## src/rtl/flag_shadow_ctrl_if.sv

```systemverilog
// flag_shadow_ctrl_if: groups the interrupt request, instruction strobes and
// status/strobe outputs of flag_shadow_ctrl.
//   INTR        - external interrupt request, asynchronous level
//   INSTR_DONE  - instruction-boundary strobe
//   SEI/CLI/RETI- decoded instruction strobes, qualified by INSTR_DONE
//   SHAD_LD     - load-enable for the C/Z shadow registers
//   FLG_RESTORE - copy shadow C/Z back into the live flags
//   INT_TAKEN   - one-cycle pulse: push PC and jump to the vector
//   I_FLAG, PENDING, IN_ISR - interrupt enable, latched request, ISR active
// master drives the requests (control unit side), slave is the controller.
interface flag_shadow_ctrl_if;
   logic INTR;
   logic INSTR_DONE;
   logic SEI;
   logic CLI;
   logic RETI;
   logic SHAD_LD;
   logic FLG_RESTORE;
   logic INT_TAKEN;
   logic I_FLAG;
   logic PENDING;
   logic IN_ISR;

   modport master (
      output INTR, INSTR_DONE, SEI, CLI, RETI,
      input  SHAD_LD, FLG_RESTORE, INT_TAKEN, I_FLAG, PENDING, IN_ISR
   );

   modport slave (
      input  INTR, INSTR_DONE, SEI, CLI, RETI,
      output SHAD_LD, FLG_RESTORE, INT_TAKEN, I_FLAG, PENDING, IN_ISR
   );
endinterface

```

## src/rtl/flag_shadow_ctrl.sv

```systemverilog
// flag_shadow_ctrl: single-level interrupt entry/return sequencer with C/Z
// flag shadowing. INTR is synchronised, rising edges latch PENDING, and an
// enabled request is taken at an instruction boundary via SAVE -> VECTOR ->
// ISR, returning through RESTORE on RETI.
// Ports:
//   CLK   - system clock, rising edge
//   RST_N - synchronous active-low reset
//   bus   - flag_shadow_ctrl_if.slave (requests in, strobes/status out)
module flag_shadow_ctrl #(
   parameter int unsigned SYNC_STAGES = 2
) (
   input logic               CLK,
   input logic               RST_N,
   flag_shadow_ctrl_if.slave bus
);

   typedef enum logic [2:0] {
      StIdle    = 3'd0,
      StSave    = 3'd1,
      StVector  = 3'd2,
      StIsr     = 3'd3,
      StRestore = 3'd4
   } state_e;

   state_e                 state_q, state_d;
   logic [SYNC_STAGES-1:0] sync_q;
   logic                   dly_q;
   logic                   pending_q, pending_d;
   logic                   i_flag_q, i_flag_d;
   logic                   intr_edge;

   // Rising edge at the synchroniser output.
   assign intr_edge = sync_q[SYNC_STAGES-1] & ~dly_q;

   always_ff @(posedge CLK) begin
      if (!RST_N) begin
         state_q   <= StIdle;
         sync_q    <= '0;
         dly_q     <= 1'b0;
         pending_q <= 1'b0;
         i_flag_q  <= 1'b0;
      end else begin
         state_q   <= state_d;
         sync_q    <= {sync_q[SYNC_STAGES-2:0], bus.INTR};
         dly_q     <= sync_q[SYNC_STAGES-1];
         pending_q <= pending_d;
         i_flag_q  <= i_flag_d;
      end
   end

   always_comb begin
      state_d   = state_q;
      pending_d = pending_q;
      i_flag_d  = i_flag_q;

      case (state_q)
         StIdle: begin
            if (bus.INSTR_DONE) begin
               if (bus.CLI) begin
                  i_flag_d = 1'b0;
               end else if (bus.SEI) begin
                  i_flag_d = 1'b1;
               end
            end
            if (pending_q && i_flag_q && bus.INSTR_DONE) begin
               state_d = StSave;
            end
         end
         StSave: begin
            i_flag_d  = 1'b0;
            pending_d = 1'b0;
            state_d   = StVector;
         end
         StVector: begin
            state_d = StIsr;
         end
         StIsr: begin
            // SEI ignored here: the shadow holds only one level.
            if (bus.INSTR_DONE && bus.CLI) begin
               i_flag_d = 1'b0;
            end
            if (bus.INSTR_DONE && bus.RETI) begin
               state_d = StRestore;
            end
         end
         StRestore: begin
            i_flag_d = 1'b1;
            state_d  = StIdle;
         end
         default: begin
            state_d = StIdle;
         end
      endcase

      // A new edge beats the clear issued in SAVE.
      if (intr_edge) begin
         pending_d = 1'b1;
      end
   end

   assign bus.SHAD_LD     = (state_q == StSave);
   assign bus.INT_TAKEN   = (state_q == StVector);
   assign bus.FLG_RESTORE = (state_q == StRestore);
   assign bus.IN_ISR      = (state_q == StIsr);
   assign bus.I_FLAG      = i_flag_q;
   assign bus.PENDING     = pending_q;

endmodule

```

## src/flat_wrapper.sv

```systemverilog
// flat-port wrapper written by rule: the top's interface ports become plain ports
module flag_shadow_ctrl_flat 
#(
   parameter int unsigned SYNC_STAGES = 2
)
  (CLK, RST_N, bus_INTR, bus_INSTR_DONE, bus_SEI, bus_CLI, bus_RETI, bus_SHAD_LD, bus_FLG_RESTORE, bus_INT_TAKEN, bus_I_FLAG, bus_PENDING, bus_IN_ISR);
  flag_shadow_ctrl_if bus_i ();
  input logic CLK;
  input logic RST_N;
  input wire logic [$bits(bus_i.INTR)-1:0] bus_INTR;
  input wire logic [$bits(bus_i.INSTR_DONE)-1:0] bus_INSTR_DONE;
  input wire logic [$bits(bus_i.SEI)-1:0] bus_SEI;
  input wire logic [$bits(bus_i.CLI)-1:0] bus_CLI;
  input wire logic [$bits(bus_i.RETI)-1:0] bus_RETI;
  output wire logic [$bits(bus_i.SHAD_LD)-1:0] bus_SHAD_LD;
  output wire logic [$bits(bus_i.FLG_RESTORE)-1:0] bus_FLG_RESTORE;
  output wire logic [$bits(bus_i.INT_TAKEN)-1:0] bus_INT_TAKEN;
  output wire logic [$bits(bus_i.I_FLAG)-1:0] bus_I_FLAG;
  output wire logic [$bits(bus_i.PENDING)-1:0] bus_PENDING;
  output wire logic [$bits(bus_i.IN_ISR)-1:0] bus_IN_ISR;
  assign bus_i.INTR = bus_INTR;
  assign bus_i.INSTR_DONE = bus_INSTR_DONE;
  assign bus_i.SEI = bus_SEI;
  assign bus_i.CLI = bus_CLI;
  assign bus_i.RETI = bus_RETI;
  assign bus_SHAD_LD = bus_i.SHAD_LD;
  assign bus_FLG_RESTORE = bus_i.FLG_RESTORE;
  assign bus_INT_TAKEN = bus_i.INT_TAKEN;
  assign bus_I_FLAG = bus_i.I_FLAG;
  assign bus_PENDING = bus_i.PENDING;
  assign bus_IN_ISR = bus_i.IN_ISR;
  flag_shadow_ctrl #(.SYNC_STAGES(SYNC_STAGES)) u_core (.CLK(CLK), .RST_N(RST_N), .bus(bus_i));
endmodule
```

## config.mk

```make
export PLATFORM = sky130hd
export DESIGN_NAME = flag_shadow_ctrl_flat
export DESIGN_NICKNAME = d
export VERILOG_FILES = /design/src/rtl/flag_shadow_ctrl_if.sv /design/src/rtl/flag_shadow_ctrl.sv /design/src/flat_wrapper.sv
export SDC_FILE = /design/constraint.sdc
export NUM_CORES = 1
export LEC_CHECK = 0
export CAP_MARGIN = 25
export CORE_AREA = 2 2 39 41
export CTS_CLUSTER_DIAMETER = 150
export DETAILED_ROUTE_END_ITERATION = 8
export DIE_AREA = 0 0 41 43
export GPL_ROUTABILITY_DRIVEN = 0
export PLACE_DENSITY_LB_ADDON = 0.12
export RECOVER_POWER = 50
export SLEW_MARGIN = 20
export SYNTH_ARGS = -nofsm -noshare
export SYNTH_HDL_FRONTEND = slang
export SYNTH_SLANG_ARGS = --single-unit
export TNS_END_PERCENT = 50
```

## constraint.sdc

```tcl
create_clock -name CLK -period 2.9 [get_ports CLK]
set_clock_uncertainty 0.2 [all_clocks]
set_input_delay 0.435 -clock CLK [delete_from_list [all_inputs] [get_ports CLK]]
set_output_delay 0.435 -clock CLK [all_outputs]
set_load 0.02 [all_outputs]
```

Word level (Yosys, flattened, before mapping):

Index checks and enable logic that the tools add are counted.

* bitwise gates (word level): 2
* multiplexer cells: 10
* reductions and logical operators: 9
* equality and inequality tests: 9

Operator list (count)
* 3-bit case mux with 4 select lines: 1
* 3-bit by 2-bit == test with 1-bit output, second input constant: 2
* 1-bit two-way mux: 6
* 3-bit two-way mux: 2
* 2-bit by 1-bit != test with 1-bit output, second input constant: 3
* 1-bit logical AND: 4
* 1-bit case mux with 4 select lines: 1
* 4-bit AND reduction: 1
* 4-bit nonzero test: 1
* 3-bit by 1-bit == test with 1-bit output, second input constant: 1
* 3-bit == test, second input constant: 1
* 3-bit zero test: 1
* 3-bit != test, second input constant: 1
* 2-bit != test, second input constant: 1
* 2-bit AND reduction: 1
* 2-bit nonzero test: 1
* 1-bit AND: 1
* 1-bit inverter: 1

* register bits after elaboration: 8
* output and inout port bits: 6

Depth between registers and ports, before layout:

Gate-level depths: netlist of the first run.

* word-level depth: 4
* depth in mapped cells: 4
* gate-level depth less buffers: 3

Worst setup path after synthesis of the first run:

No wires, ideal clock.

* path type: register to output
* start point: reg u_core.state_q[0]
* end point: out bus_FLG_RESTORE
* data arrival time: 1.004 ns
* path slack: 1.261 ns
* required time: 2.265 ns
* stages on the path, launching flop included: 3
* path through: dfxtp_1 -> buf_6 -> nor3b_1

* longest elaborated chain between the ends: 1

Ends and longest elaborated chain
* start: declaration: line flag_shadow_ctrl.sv:25 `state_e state_q, state_d;`
* start signal: assignment: line flag_shadow_ctrl.sv:37 `state_q <= StIdle;`
* start signal: assignment: line flag_shadow_ctrl.sv:43 `state_q <= state_d;`
* 3-bit == test: line flag_shadow_ctrl.sv:103 `assign bus.FLG_RESTORE = (state_q == StRestore);`
* end: declaration: line flat_wrapper.sv:16 `output wire logic [$bits(bus_i.FLG_RESTORE)-1:0] bus_FLG_RESTORE;`

No other way between the ends.

Worst setup path after layout of the first run:

* start point: reg u_core.state_q[1]
* end point: out bus_INT_TAKEN

* longest elaborated chain between the ends: 1

Ends and longest elaborated chain
* 3-bit by 2-bit == test with 1-bit output: line flag_shadow_ctrl.sv:102 `assign bus.INT_TAKEN = (state_q == StVector);`
* end: declaration: line flat_wrapper.sv:17 `output wire logic [$bits(bus_i.INT_TAKEN)-1:0] bus_INT_TAKEN;`

No other way between the ends.

==> flow_summary.ini, run 1 <==
[cells_and_area]
final_util_pct = 37.4
ff_latch_area_sq_um = 160
fillerInstances = 147
drive_gt1_share_pct = 9.26
multi_input_area_sq_um = 191
syn_to_final_growth_pct = 38.5
antenna_cells = 0
num-nets-final = 63

[logic_synthesis]
seq_area_frac_synth_pct = 42.8
syn_avg_cell_area_sq_um = 9.12
syn-instance-count = 41
ys_seq_elements = 8
yosys_warnings = 0
syn_nets = 48
synthDistinctLibCells = 21
synth_area_sq_um = 374

[sta]
slew_violations = 0
fmax_mhz = 432
fin_crit_sh_pct = 79.9
max_slew.worst_pin.slew_ns = 0.305
slew_headroom_pct = 79.6
grt_setup_unrepaired = false
hold_viol_final = 0
setup-tns-final_ns = 0
min_period_ns = 2.32
setup_viol = 0

[placed_design]
portBuffers = 12
place_hpwl_um = 616

[cts]
root_buffer = clkbuf_4
post_cts_buffers = 0
h-tree-depth = 1
clk_pin_slew_ns = 0.05
cts_resized = 0
clock_sinks = 8
cts_max_path_buffers = 2
insertion_delay_ns = 0.25
cts_hold_buf = 0
cts_buffers = 3
cts_tree = done

[global_routing]
grt_pass1_wl_um = 1350
track_usage_pct = 11.9
grt_pass1_vias = 326
antenna_found_initial = 0
grt_max_degree = 10
grt-ovfl-total = 0

[flow_run]
maxCapViolCount = 0

[setup_path]
critPathMaxFanout = 9
reg2reg_from = u_core.state_q[0]
crit_type = reg2out
cp_data_arrival_time_ns = 1.68
worst_setup_path_end_kind = output port
r2r_setup_slack_ns = 1.44
critPathLaunchType = flop
path_delay_family = buffers and inverters
worstPathRequired_ns = 2.27
worst_path_max_delay_cell = clkdlybuf4s50_1
cp_cell_sequence = inv_1 > nor3_1 > clkdlybuf4s50_1
cp_slowest_stage_delay_ns = 0.64
reg2reg_depth = 3
crit_buf_inv = 2
r2r-end = u_core.bus.I_FLAG
worstSetupStartpoint = u_core.state_q[1]

[floorplanning]
start_util_pct = 27.0
num_rows = 14
die_x_um = 41
dieArea_sq_mm = 0.00176
dieHeight_um = 43
core_area_sq_mm = 0.00138
io_pins = 13

[route]
wl_um = 787
wl_per_cell_um = 11.2
drcViolationCount = 0
dr.pass1.iters = 2
num_vias = 345
drtAntennaViolNets = 0
drtIter0Drc = 3
viasPerCell = 4.93

[run_status]
status = completed

[power_and_ir_drop]
power_uw = 226
powerDensity_mw_per_mm2 = 436
p_leak_uw = 0.000190
ir_drop_mv = 0.225

[hold_path]
min_to = u_core.sync_q[1]
hp-start = u_core.sync_q[0]
hp-class = reg2reg
hold_depth = 1
==> stage by stage <==
stage	hold WS (ns)	cells	cell area, sq um	setup slack [ns]
final	0.233	70	518	0.583
after global routing	0.253	70	518	0.503
after CTS	0.241	70	518	0.579
after detailed placement	0.227	67	495	0.860
after global placement	0.234	67	495	0.896
after floorplan	0.212	41	374	1.26
==> power by group <==
part | total, uW | switching, uW | leakage (uW) | internal [uW]
combinational | 25.8 | 10.7 | 0.000111 | 15.2
clock | 83.3 | 36.1 | 0.0000138 | 47.2
sequential | 117 | 2.78 | 0.0000653 | 114
==> registers in the layout, indices dropped and copies added, names as in the netlist <==
| signal | flops |
|---|---|
| u_core.bus.I_FLAG | 1 |
| u_core.bus.PENDING | 1 |
| u_core.dly_q | 1 |
| u_core.state_q | 3 |
| u_core.sync_q | 2 |
==> final cells by class <==
type                       instances  area share [%]
multi-input combinational         30            37.0
sequential                         8            30.9
timing repair buffer              12            23.2
clock buffer                       3            4.35
tap                               16            3.86
inverter                           1           0.725
==> worst max path at each step <==
stage / end / slack, ns / cells past startpoint
final: bus_INT_TAKEN / 0.58 / 3
after global routing: bus_IN_ISR / 0.50 / 3
after CTS: bus_INT_TAKEN / 0.58 / 3
after detailed placement: bus_INT_TAKEN / 0.86 / 3
after global placement: bus_INT_TAKEN / 0.90 / 3
after floorplan: bus_FLG_RESTORE / 1.26 / 2
==> cells by family after synthesis <==
family / Yosys count / synth area share (%)
flops: 8 / 42.8
simple gates: 20 / 28.8
buf+inv: 3 / 6.02
compound gates: 8 / 15.7
mux: 2 / 6.69
==> cell usage in the layout, fill, tap and decap left out, types with 2 or more instances in the layout <==
cell,synthesis,routed
and2_0,0,2
nand2b_1,3,3
o21ai_0,3,3
clkbuf_4,0,3
a21boi_0,2,2
clkdlybuf4s50_1,0,11
nand2_1,3,3
nor2_1,5,5
dfxtp_1,8,8
==> cell usage after synthesis <==
cell type  instances  share of area [%]
a211oi_2           1                3.3
a21boi_0           2                4.0
a221oi_1           1                2.3
and2_1             3                5.0
and2b_1            1                2.0
and4_1             1                2.3
buf_4              1                2.0
buf_6              1                3.0
dfxtp_1            8                 43
inv_1              1                1.0
mux2_4             1                4.0
mux2i_1            1                2.7
nand2_1            3                3.0
nand2b_1           3                5.0
nand3_1            1                1.3
nand4_1            1                1.7
nor2_1             5                5.0
nor3_1             1                1.3
nor3b_1            1                2.0
o21ai_0            3                4.0
o31ai_1            1                2.0
==> layer usage <==
layer | global-route usage, % | wire [um] | share of wire (%)
met5 | 0 | 0 | 0
met4 | 2.00 | 0 | 0
met3 | 10.5 | 70 | 8.9
met2 | 16.9 | 387 | 49
met1 | 13.4 | 329 | 42
(Power assumes the default switching activity.)
==> run 2, diff against run 1 <==
==> constraint.sdc (replaced) <==
create_clock -name CLK -period 2.2 [get_ports CLK]
set_clock_uncertainty 0.2 [all_clocks]
set_input_delay 0.33 -clock CLK [delete_from_list [all_inputs] [get_ports CLK]]
set_output_delay 0.33 -clock CLK [all_outputs]
set_load 0.02 [all_outputs]
==> flow_summary.ini, run 2 (synthesis gave the netlist of run 1 again) <==
[sta]
setup_viol = 0
slew_violations = 0
hold_viol_final = 0
layout_setup_ws_ns = 0.126
slew_headroom_pct = 83.8
min_period_ns = 2.07
max_slew.worst_pin.slew_ns = 0.243
setup-tns-final_ns = 0
fmax_mhz = 482
grt_setup_unrepaired = false
fin_crit_sh_pct = 94.3

[global_routing]
grt-ovfl-total = 0
grt_max_degree = 10
met2_usage_pct = 16.3
grt_pass1_wl_um = 1290
antenna_found_initial = 0
met1_usage_pct = 12.7
track_usage_pct = 11.6
grt-busiest-layer = met2
grtUsageMet3_pct = 9.42
grt_pass1_vias = 297

[cells_and_area]
largest_register = u_core.state_q
fin_cells = 70
final_common_cell = clkdlybuf4s50_1
ff_latch_area_sq_um = 163
syn_to_final_growth_pct = 39.5
final_cell_mix = clkdlybuf4s50_1, dfxtp_1, nor2_1
final_area_sq_um = 522
multi_input_area_sq_um = 191
largest_reg_flops = 3
drive_gt1_share_pct = 13.0
antenna_cells = 0
fillerInstances = 147
num-nets-final = 63
reg.largest.list = u_core.state_q x3, u_core.sync_q x2

[floorplanning]
io_pins = 13
core_area_sq_mm = 0.00138
num_rows = 14
die_x_um = 41
start_util_pct = 27.0
dieArea_sq_mm = 0.00176
dieHeight_um = 43

[cts]
post_cts_buffers = 0
cts_max_path_buffers = 2
cts_tree = done
insertion_delay_ns = 0.25
root_buffer = clkbuf_4
clock_sinks = 8
cts_buffers = 3
clk_pin_slew_ns = 0.05
h-tree-depth = 1
cts_hold_buf = 0

[setup_path]
r2r_setup_slack_ns = 0.84
reg2reg_depth = 3
crit_type = reg2out
cp_cell_sequence = nand2b_1 > nor2_1 > clkdlybuf4s50_1
worst_path_max_delay_cell = clkdlybuf4s50_1
worst_setup_path_end_kind = output port
r2r-end = u_core.bus.I_FLAG
cp_data_arrival_time_ns = 1.54
critPathLaunchType = flop
critPathMaxFanout = 7
reg2reg_from = u_core.state_q[0]
worstPathRequired_ns = 1.67
cp_slowest_stage_delay_ns = 0.62

[power_and_ir_drop]
ir_drop_mv = 0.276
p_leak_uw = 0.000215
powerDensity_mw_per_mm2 = 564
power_uw = 294

[route]
dr.pass1.iters = 3
drtAntennaViolNets = 0
wl_um = 754
drcViolationCount = 0
viasPerCell = 4.79
wl_per_cell_um = 10.8
drtIter0Drc = 5
num_vias = 335

[hold_path]
hp-class = reg2reg
hold_depth = 1
hp-start = u_core.sync_q[0]
min_to = u_core.sync_q[1]

[run_status]
status = completed

[flow_run]
maxCapViolCount = 0

[placed_design]
dpl_cell_area_sq_um = 495
place_hpwl_um = 599
numPlacedInstances = 67
dp_worst_setup_slack_ns = 0.272
portBuffers = 12
-- run 2: cell types whose count changed in the layout (fill, tap and decap cells not counted), sizes merged --
cell	change
clkdlybuf4s50	-2
dlymetal6s2s	+1
dlygate4sd2	+1
-- run 2: metrics by stage --
step,hold WS [ns],utilization [%]
detailed placement,0.227,35.8
finish,0.232,37.7
floorplan,0.212,-
global route,0.256,37.7
CTS,0.241,37.3
global placement,0.234,35.8
-- run 2: layer usage --
| layer | up-vias | wire [um] |
|---|---|---|
| met5 | - | 0 |
| met4 | 0 | 0 |
| met3 | 0 | 74 |
| met2 | 11 | 369 |
| met1 | 156 | 310 |
| li1 | 168 | - |
-- run 2: how the worst max path moves through the flow --
stage / startpoint / end / slack, ns / cells past startpoint
6_report: u_core.state_q[2] / bus_IN_ISR / 0.13 / 3
3_3_place_gp: u_core.state_q[1] / bus_INT_TAKEN / 0.30 / 3
5_1_grt: u_core.state_q[2] / bus_IN_ISR / 0.03 / 3
4_1_cts: u_core.state_q[0] / bus_IN_ISR / 0.01 / 3
2_1_floorplan: u_core.state_q[0] / u_core.bus.I_FLAG / 0.63 / 4
3_5_place_dp: u_core.state_q[1] / bus_INT_TAKEN / 0.27 / 3
-- run 2: timing repair --
item	4_1_cts	5_1_grt
endpoints found under the setup margin	1	3
gates cloned	0	0
resized for setup	1	3
pin swaps	0	0
-- run 2: cell type report --
type,instances,share of cell area (%)
multi-input cells,30,36.7
flip-flops and latches,8,31.2
repair buffers,12,23.3
clock buffers,3,4.32
well taps,16,3.84
inverters,1,0.719
-- run 2: report_power, final --
part	internal [uW]	switching, uW
Combinational	19.8	13.9
Clock	62.0	44.5
Sequential	150	3.67
-- run 2: critical path: cells and delay by family (launching register included) --
| kind | cells | cell delay, ns |
|---|---|---|
| DFF | 1 | 0.35 |
| buffers and inverters | 1 | 0.62 |
| and+or+nand+nor | 2 | 0.33 |
==> run 3, diff against run 2 <==
--- a/config.mk
+++ b/config.mk
@@ -11,10 +11,9 @@
 export DETAILED_ROUTE_END_ITERATION = 8
 export DIE_AREA = 0 0 41 43
 export GPL_ROUTABILITY_DRIVEN = 0
+export MAX_ROUTING_LAYER = met4
 export PLACE_DENSITY_LB_ADDON = 0.12
 export RECOVER_POWER = 50
-export SLEW_MARGIN = 20
 export SYNTH_ARGS = -nofsm -noshare
 export SYNTH_HDL_FRONTEND = slang
 export SYNTH_SLANG_ARGS = --single-unit
-export TNS_END_PERCENT = 50
==> flow_summary.ini, run 3 (synthesis gave the netlist of run 1 again) <==
[power_and_ir_drop]
p_seq_share_pct = 52.4
powerDensity_mw_per_mm2 = 564
p_switching_uw = 62.0
ir_drop_mv = 0.275
clkPwrFrac_pct = 36.2
p_int_uw = 232
combPwrFrac_pct = 11.5
p_leak_uw = 0.000215
p_sw_share_pct = 21.1

[sta]
min_period_ns = 2.07
slew_violations = 0
slew_headroom_pct = 83.8
max_slew.worst_pin.slew_ns = 0.243
grt_setup_unrepaired = false
setup_viol = 0
setup-tns-final_ns = 0
hold_viol_final = 0
fmax_mhz = 483
fin_crit_sh_pct = 94.0

[setup_path]
worstPathRequired_ns = 1.67
critPathMaxFanout = 7
worst_setup_path_end_kind = output port
path_delay_family = buffers and inverters
cp_slowest_stage_delay_ns = 0.62
reg2reg_from = u_core.state_q[0]
cp_cell_sequence = nand2b_1 > nor2_1 > clkdlybuf4s50_1
critPathLaunchType = flop
crit_type = reg2out
worst_path_max_delay_cell = clkdlybuf4s50_1
crit_buf_inv = 1
worstSetupStartpoint = u_core.state_q[2]
cp_data_arrival_time_ns = 1.54

[global_routing]
antenna_found_initial = 0
grt_pass1_vias = 297
track_usage_pct = 11.9
grt-ovfl-total = 0
grt_max_degree = 10
grt_pass1_wl_um = 1290

[placed_design]
portBuffers = 12
place_hpwl_um = 599
numPlacedInstances = 67

[cells_and_area]
fillerInstances = 147
syn_to_final_growth_pct = 39.5
fin_cells = 70
num-nets-final = 63
antenna_cells = 0
reg.largest.list = u_core.state_q x3, u_core.sync_q x2
final_common_cell = clkdlybuf4s50_1
multi_input_area_sq_um = 191
ff_latch_area_sq_um = 163
largest_register = u_core.state_q
final_cell_mix = clkdlybuf4s50_1, dfxtp_1, nor2_1
drive_gt1_share_pct = 13.0
largest_reg_flops = 3

[cts]
root_buffer = clkbuf_4
insertion_delay_ns = 0.25
cts_max_path_buffers = 2
h-tree-depth = 1
cts_tree = done
clock_sinks = 8
cts_buffers = 3
clk_pin_slew_ns = 0.05
post_cts_buffers = 0

[floorplanning]
dieHeight_um = 43
io_pins = 13
num_rows = 14
die_x_um = 41
start_util_pct = 27.0
dieArea_sq_mm = 0.00176
core_area_sq_mm = 0.00138

[route]
wl_per_cell_um = 10.8
wl_um = 759
num_vias = 334
drcViolationCount = 0
dr.pass1.iters = 5
drtAntennaViolNets = 0
drtIter0Drc = 5
viasPerCell = 4.77

[run_status]
status = completed

[hold_path]
hp-start = u_core.sync_q[0]
hp-class = reg2reg

[flow_run]
maxCapViolCount = 0
## run 3: cell counts in the layout (fill, tap and decap cells not counted)
No cell type changed its count.
## run 3: what timing repair did
| item | 4_1_cts | 5_1_grt |
|---|---|---|
| gates resized for setup | 1 | 3 |
| hold buffers | 0 | 0 |
| setup endpoints to repair | 1 | 3 |
| endpoints found under the hold margin | 0 | 0 |
## run 3: layer usage
layer	routed length, um	share of wire (%)	GRT usage (%)	up-vias
met4	0	0	4.00	0
met3	65	8.6	9.42	0
li1	-	-	-	169
met5	0	0	-	-
met2	367	48	16.3	12
met1	326	43	12.7	153
## run 3: final cells by class
| type | instances | area share, % |
|---|---|---|
| multi-input combinational | 30 | 36.7 |
| sequential | 8 | 31.2 |
| timing repair buffer | 12 | 23.3 |
| clock buffer | 3 | 4.32 |
| tap | 16 | 3.84 |
| inverter | 1 | 0.719 |
## run 3: path summary, 6_finish.rpt
| kind | endpoint | slack, ns | depth (start not counted) |
|---|---|---|---|
| min | u_core.sync_q[1] | 0.23 | 1 |
| min reg2reg | u_core.sync_q[1] | 0.23 | 1 |
| max | bus_IN_ISR | 0.13 | 3 |
| max reg2reg | u_core.bus.I_FLAG | 0.84 | 3 |
## run 3: power by group through the flow
stage          Clock, uW  Combinational (uW)  Sequential (uW)
2_1_floorplan          0                12.2              158
4_1_cts              114                34.6              154
3_3_place_gp           0                34.3              157
5_1_grt              124                36.9              154
3_5_place_dp           0                34.5              157
6_report             106                33.7              154
## run 3: worst reg2reg max path: cells and delay by family (launching register included)
kind / cells / cell delay, ns
muxes: 2 / 0.51
DFF: 1 / 0.41
AOI/OAI and AO/OA: 1 / 0.17
## run 3: metrics by stage
stage          util [%]  power [uW]  cell area (sq um)  worst slack (ns)  hold WS (ns)
2_1_floorplan         -         170                374             0.626         0.212
3_3_place_gp       35.8         191                495             0.301         0.234
3_5_place_dp       35.8         191                495             0.272         0.227
4_1_cts            37.3         302                517            0.0131         0.241
5_1_grt            37.7         315                522            0.0298         0.256
6_report           37.7         294                522             0.132         0.232
